$ cat src/rtl/gates_pkg.sv
// Shared types for the gate library and its first clocked consumer:
// operation select codes and the serial unit's state encoding.
package gates_pkg;

    typedef enum logic [1:0] {
        OP_AND  = 2'b00,
        OP_OR   = 2'b01,
        OP_XOR  = 2'b10,
        OP_NAND = 2'b11
    } op_e;

    typedef enum logic [1:0] {
        S_IDLE = 2'b00,
        S_RUN  = 2'b01,
        S_DONE = 2'b10
    } state_e;

endpackage

$ cat src/rtl/and_gate.sv
// Single-bit AND gate from the gate library.
module and_gate (
    input  logic a,
    input  logic b,
    output logic y
);
    assign y = a & b;
endmodule

$ cat src/rtl/bit_logic_cell.sv
// Combinational 1-bit logic cell: evaluates all four library gates on
// (x, y) in parallel and picks one with a 4:1 select driven by op.
module bit_logic_cell
    import gates_pkg::*;
(
    input  logic x,
    input  logic y,
    input  op_e  op,
    output logic z
);
    logic and_s;
    logic or_s;
    logic xor_s;
    logic nand_s;

    and_gate  u_and  (.a(x), .b(y), .y(and_s));
    or_gate   u_or   (.a(x), .b(y), .y(or_s));
    xor_gate  u_xor  (.a(x), .b(y), .y(xor_s));
    nand_gate u_nand (.a(x), .b(y), .y(nand_s));

    // 4:1 select of the gate outputs by operation code
    always_comb begin
        z = 1'b0;
        case (op)
            OP_AND:  z = and_s;
            OP_OR:   z = or_s;
            OP_XOR:  z = xor_s;
            OP_NAND: z = nand_s;
            default: z = 1'b0;
        endcase
    end
endmodule

$ cat src/rtl/nand_gate.sv
// Single-bit NAND gate from the gate library.
module nand_gate (
    input  logic a,
    input  logic b,
    output logic y
);
    assign y = ~(a & b);
endmodule

$ cat src/rtl/or_gate.sv
// Single-bit OR gate from the gate library.
module or_gate (
    input  logic a,
    input  logic b,
    output logic y
);
    assign y = a | b;
endmodule

$ cat src/rtl/xor_gate.sv
// Single-bit XOR gate from the gate library.
module xor_gate (
    input  logic a,
    input  logic b,
    output logic y
);
    assign y = a ^ b;
endmodule

$ cat src/rtl/serial_logic_unit.sv
// Bit-serial two-operand logic unit. Operands are captured in parallel on
// an accepted start, walked LSB-first through one bit_logic_cell per cycle,
// and the assembled word is published on result with a one-cycle done.
// Optional feature macro: SERIAL_LOGIC_ZERO_FLAG_EN adds a registered zero
// flag that is updated together with result.
module serial_logic_unit
    import gates_pkg::*;
#(
    parameter int WIDTH = 16
) (
    input  logic             clk,
    input  logic             rst_n,
    input  logic             start,
    input  logic [1:0]       op,
    input  logic [WIDTH-1:0] a,
    input  logic [WIDTH-1:0] b,
    output logic             busy,
    output logic             done,
    output logic [WIDTH-1:0] result
`ifdef SERIAL_LOGIC_ZERO_FLAG_EN
    ,
    output logic             zero
`endif
);
    localparam int CW = (WIDTH > 1) ? $clog2(WIDTH) : 1;
    localparam logic [CW-1:0] CNT_LAST = CW'(WIDTH - 1);

    state_e           state_r;
    state_e           state_s;
    op_e              op_r;
    logic [WIDTH-1:0] a_sh_r;
    logic [WIDTH-1:0] b_sh_r;
    // Only the upper WIDTH-1 bits are kept: the bit that would sit at
    // position 0 is always shifted out before it could be observed.
    logic [WIDTH-1:1] acc_r;
    logic [WIDTH-1:0] acc_next_s;
    logic [CW-1:0]    cnt_r;
    logic [WIDTH-1:0] result_r;
    logic             busy_r;
    logic             done_r;
    logic             bit_s;
    logic             last_s;

    bit_logic_cell u_cell (
        .x  (a_sh_r[0]),
        .y  (b_sh_r[0]),
        .op (op_r),
        .z  (bit_s)
    );

    assign acc_next_s = {bit_s, acc_r};
    assign last_s     = (cnt_r == CNT_LAST);

    // Next-state decode; start only matters while idle
    always_comb begin
        state_s = state_r;
        case (state_r)
            S_IDLE: begin
                if (start) begin
                    state_s = S_RUN;
                end else begin
                    state_s = S_IDLE;
                end
            end
            S_RUN: begin
                if (last_s) begin
                    state_s = S_DONE;
                end else begin
                    state_s = S_RUN;
                end
            end
            S_DONE:  state_s = S_IDLE;
            default: state_s = S_IDLE;
        endcase
    end

    // State register plus registered busy/done derived from the next state
    always_ff @(posedge clk or negedge rst_n) begin
        if (!rst_n) begin
            state_r <= S_IDLE;
            busy_r  <= 1'b0;
            done_r  <= 1'b0;
        end else begin
            state_r <= state_s;
            busy_r  <= (state_s != S_IDLE);
            done_r  <= (state_s == S_DONE);
        end
    end

    // Operand capture, serial shifting, bit counter and result publish
    always_ff @(posedge clk or negedge rst_n) begin
        if (!rst_n) begin
            op_r     <= OP_AND;
            a_sh_r   <= {WIDTH{1'b0}};
            b_sh_r   <= {WIDTH{1'b0}};
            acc_r    <= {(WIDTH-1){1'b0}};
            cnt_r    <= {CW{1'b0}};
            result_r <= {WIDTH{1'b0}};
        end else begin
            case (state_r)
                S_IDLE: begin
                    if (start) begin
                        op_r   <= op_e'(op);
                        a_sh_r <= a;
                        b_sh_r <= b;
                        acc_r  <= {(WIDTH-1){1'b0}};
                        cnt_r  <= {CW{1'b0}};
                    end
                end
                S_RUN: begin
                    a_sh_r <= {1'b0, a_sh_r[WIDTH-1:1]};
                    b_sh_r <= {1'b0, b_sh_r[WIDTH-1:1]};
                    acc_r  <= acc_next_s[WIDTH-1:1];
                    if (last_s) begin
                        result_r <= acc_next_s;
                    end else begin
                        cnt_r <= cnt_r + {{(CW-1){1'b0}}, 1'b1};
                    end
                end
                default: begin
                    cnt_r <= cnt_r;
                end
            endcase
        end
    end

`ifdef SERIAL_LOGIC_ZERO_FLAG_EN
    logic zero_r;

    // Zero flag tracks the published result; reset agrees with result = 0
    always_ff @(posedge clk or negedge rst_n) begin
        if (!rst_n) begin
            zero_r <= 1'b1;
        end else if ((state_r == S_RUN) && last_s) begin
            zero_r <= (acc_next_s == {WIDTH{1'b0}});
        end else begin
            zero_r <= zero_r;
        end
    end

    assign zero = zero_r;
`endif

    assign busy   = busy_r;
    assign done   = done_r;
    assign result = result_r;
endmodule

$ cat config.mk
export PLATFORM = sky130hd
export DESIGN_NAME = serial_logic_unit
export DESIGN_NICKNAME = d
export VERILOG_FILES = /design/src/rtl/gates_pkg.sv /design/src/rtl/and_gate.sv /design/src/rtl/bit_logic_cell.sv /design/src/rtl/nand_gate.sv /design/src/rtl/or_gate.sv /design/src/rtl/xor_gate.sv /design/src/rtl/serial_logic_unit.sv
export SDC_FILE = /design/constraint.sdc
export NUM_CORES = 1
export LEC_CHECK = 0
export ABC_AREA = 1
export CELL_PAD_IN_SITES_DETAIL_PLACEMENT = 0
export CELL_PAD_IN_SITES_GLOBAL_PLACEMENT = 2
export CORE_MARGIN = 3
export CORE_UTILIZATION = 29
export DETAILED_ROUTE_END_ITERATION = 12
export HOLD_SLACK_MARGIN = 0.08
export PLACE_DENSITY_LB_ADDON = 0.1
export RECOVER_POWER = 100
export SYNTH_ARGS = -nofsm -noshare
export SYNTH_HDL_FRONTEND = slang
export SYNTH_SLANG_ARGS = --single-unit
$ cat constraint.sdc
create_clock -name clk -period 1.2 [get_ports clk]
set_input_delay 0.18 -clock clk [delete_from_list [all_inputs] [get_ports clk]]
set_output_delay 0.18 -clock clk [all_outputs]
set_load 0.1 [all_outputs]
==> impl_metrics.csv <==
group,metric,value,unit
synthesis,ys_types,23,
run,cap_violations,0,
power_and_ir_drop,power.share.clock,0.174,
detailed_routing,viasPerCell,4.572,
power_and_ir_drop,total_power,0.01374,W
cells_and_area,drive_above_1_share,0.3041,
floorplan,fp.dieArea,11820,um^2
sta,finClkSkew,0.01173,ns
detailed_routing,drtIter0Drc,56,
floorplan,die_h,108.7,um
grt,gr-total-overflow,0,
floorplan,fp.coreArea,10000,um^2
detailed_routing,drcViolationCount,0,
synthesis,syn_area,3059,um^2
floorplan,top_level_ports,55,
setup_path,worst_ep_arrival_time,1.45,ns
synthesis,synthSimpleGateAreaFrac,0.1763,
sta,tns,-0.02045,ns
synthesis,synth-xor-area-share,0,
cts,path_clk_slew,0.09,ns
sta,worstMarginPinSlew,0.4367,ns
status,status,"finished with violations",
sta,timing.fmax,822.0,MHz
cts,cts_root_buf,"clkbuf_8",
cells_and_area,nFillCells,1006,
sta,relSlewSlack,0.7088,
grt,first_global_vias,2299,
detailed_routing,drtAntennaViolNets,0,
synthesis,synth_fa_ha_area_frac,0.01227,
power_and_ir_drop,p_seq_frac,0.313,
cells_and_area,antenna_cells,0,
synthesis,synth_fp_nets,346,
synthesis,yosysWarnings,0,
synthesis,synth_top_area_cell,"dfrtp_1",
cells_and_area,areaGrowthSynthToFinish,46.05,%
detailed_routing,wl_per_cell,13.98,um
setup_path,cp.required,1.44,ns
cts,clockBufferDepth,2,
cts,htreeDepth,3,
sta,whs,0.2543,ns
setup_path,path_max_fanout,29,
synthesis,synth-compound-area-share,0.1387,
place,gp_congestion,0.7503,
sta,setup_viol,2,
synthesis,synth_mux_area_frac,0,
setup_path,start_kind,"flop",
power_and_ir_drop,p_sw,0.006110,W
synthesis,async_flop_share,1.000,
power_and_ir_drop,p_leak,1.953,nW
worst_hold_path,hp-class,"input port to async pin",
synthesis,synth_flop_cell,"dfrtp_1",
power_and_ir_drop,vdd_drop_max,1410,uV
detailed_routing,vias,2382,
power_and_ir_drop,p_sw_frac,0.4449,
synthesis,synth-edff-count,0,
cts,numCtsBuffers,9,
synthesis,synth_top_area_share,0.5971,
synthesis,synth_area_per_cell,9.997,um^2
sta,finalHoldViolations,0,
place,io_buffers,54,
synthesis,synthCells,306,
synthesis,yosysSeqAreaShare,0.5971,
cts,cts.sinks,73,
place,hpwlAfterDp,4.739,mm
synthesis,ys_ff_latch,73,
sta,final.setup.worst_slack,-0.01648,ns
setup_path,crit_type,"flop to flop",
power_and_ir_drop,combinationalPowerShare,0.512,
grt,grt_max_degree,48,
synthesis,synth_top_family_by_area,"simple AND/OR/NAND/NOR gates",
sta,fin_crit,1.216,ns
floorplan,rows,36,
sta,post-route-period-util,1.014,
power_and_ir_drop,p_int,0.007625,W
cts,cts_tree,"done",
cells_and_area,nets,423,
floorplan,fp.dieW,108.7,um
synthesis,synth_area_leaders,"dfrtp_1 60%, o22ai_1 8.8%, nand2_1 5.6%",
grt,grt_usage,0.1244,
grt,grt_pass1_wl,11.32,mm
setup_path,cp-end-kind,"flop",
sta,drv_slew,0,
power_and_ir_drop,power_density,3074,nW/um^2
status,violations,"setup timing",
detailed_routing,wl,7.282,mm
detailed_routing,firstDrtPassIters,4,
grt,grt_antenna_before_repair,0,
floorplan,initial_utilization,0.3059,
cts,clk_latency,0.34,ns
sta,rsz0062_at_grt,"true",
[cell type report]
type / instances / area [um^2] / share of cell area
inverter: 26 / 101.3 / 0.02268
clock inverter: 6 / 113.9 / 0.02548
timing repair buffer: 84 / 960.9 / 0.2151
clock buffer: 10 / 137.6 / 0.03080
tap: 133 / 166.4 / 0.03724
sequential: 73 / 1827 / 0.4088
multi-input combinational: 189 / 1161 / 0.2599
[synth_stat cells, types with 3 or more instances]
cell and number:
ha_1 3, buf_2 11, o21ai_2 14, dfrtp_1 73, buf_6 7, inv_2 4, o22ai_1 43, nor2_1 33
nand2_1 46, inv_1 21, o21ai_1 4, nor3_1 30, nand3_1 7
[worst paths after layout]
path | from | endpoint | slack (ns) | cells past startpoint
worst max register to register | state_r[1] | b_sh_r[14] | -0.02 | 5
max in group asynchronous | rst_n | result[0] | 0.20 | 3
worst max-delay path | state_r[1] | b_sh_r[14] | -0.02 | 5
min in group clk | a[15] | a_sh_r[15] | 0.41 | 3
worst min-delay path | rst_n | result[4] | 0.25 | 2
worst min register to register | a_sh_r[15] | a_sh_r[15] | 0.48 | 2
[sequential cells by signal, indices dropped and copies added, names as in the netlist]
signal,cells
busy,1
result,16
cnt_r,4
done,1
b_sh_r,16
a_sh_r,16
state_r,2
acc_r,15
op_r,2
[cells in the final DEF, fill, tap and decap left out, drive strengths merged]
master         count
clkinv             1
a21oi              1
ha                 3
o211ai             1
clkdlybuf4s50     35
clkbuf            17
nand4              1
buf               41
dlygate4sd3        1
bufinv             3
nand3              8
o22ai             43
clkinvlp           2
nor3              30
o21ai             18
or2                1
nor2              35
dfrtp             73
nand2             48
inv               26
[routing by layer]
| metal | track usage | up-vias | part of all wire |
|---|---|---|---|
| met4 | 0.05140 | 0 | 0.0063 |
| met5 | 0 | - | 0 |
| met2 | 0.2039 | 42 | 0.50 |
| li1 | - | 1200 | - |
| met3 | 0.02724 | 4 | 0.037 |
| met1 | 0.1592 | 1136 | 0.46 |
[critical path, cell delays in order (launching register included)]
cell     delay, ns
dfrtp_1       0.40
inv_2         0.10
nand2_2       0.12
buf_12        0.20
nor3_1        0.20
nor2_1        0.07
[power by group through the flow]
stage               logic, W  clock network (W)  registers [W]
floorplan            0.00266                  0        0.00623
global placement     0.00688                  0        0.00437
detailed placement   0.00693                  0        0.00439
CTS                  0.00708            0.00247        0.00439
global route         0.00764            0.00259        0.00445
finish               0.00704            0.00240        0.00430
[per-stage QoR]
stage               cell area [um^2]    util  setup slack, ns  cells
floorplan                       3074       -         -0.03764    306
global placement                4053  0.4053          -0.2375    497
detailed placement              4053  0.4053          -0.2572    497
CTS                             4370  0.4371         -0.01554    515
global route                    4468  0.4468         -0.08063    521
finish                          4468  0.4468         -0.01648    521
[kinds of logic after synthesis]
group / count (synthesis)
AND/OR/NAND/NOR: 123
flip-flops: 73
AO/OA/AOI/OAI: 63
buffers and inverters: 44
adder cells (fa/ha/maj): 3
[repair_timing]
| item | 4_1_cts | 5_1_grt |
|---|---|---|
| hold endpoints to repair | 73 | 0 |
| pin swaps | 1 | 2 |
| endpoints found under the setup margin | 35 | 49 |
| gates cloned | 1 | 4 |
| setup buffers | 0 | 2 |
| gates resized for setup | 13 | 28 |
| hold buffers | 1 | 0 |
(Power assumes the default switching activity.)
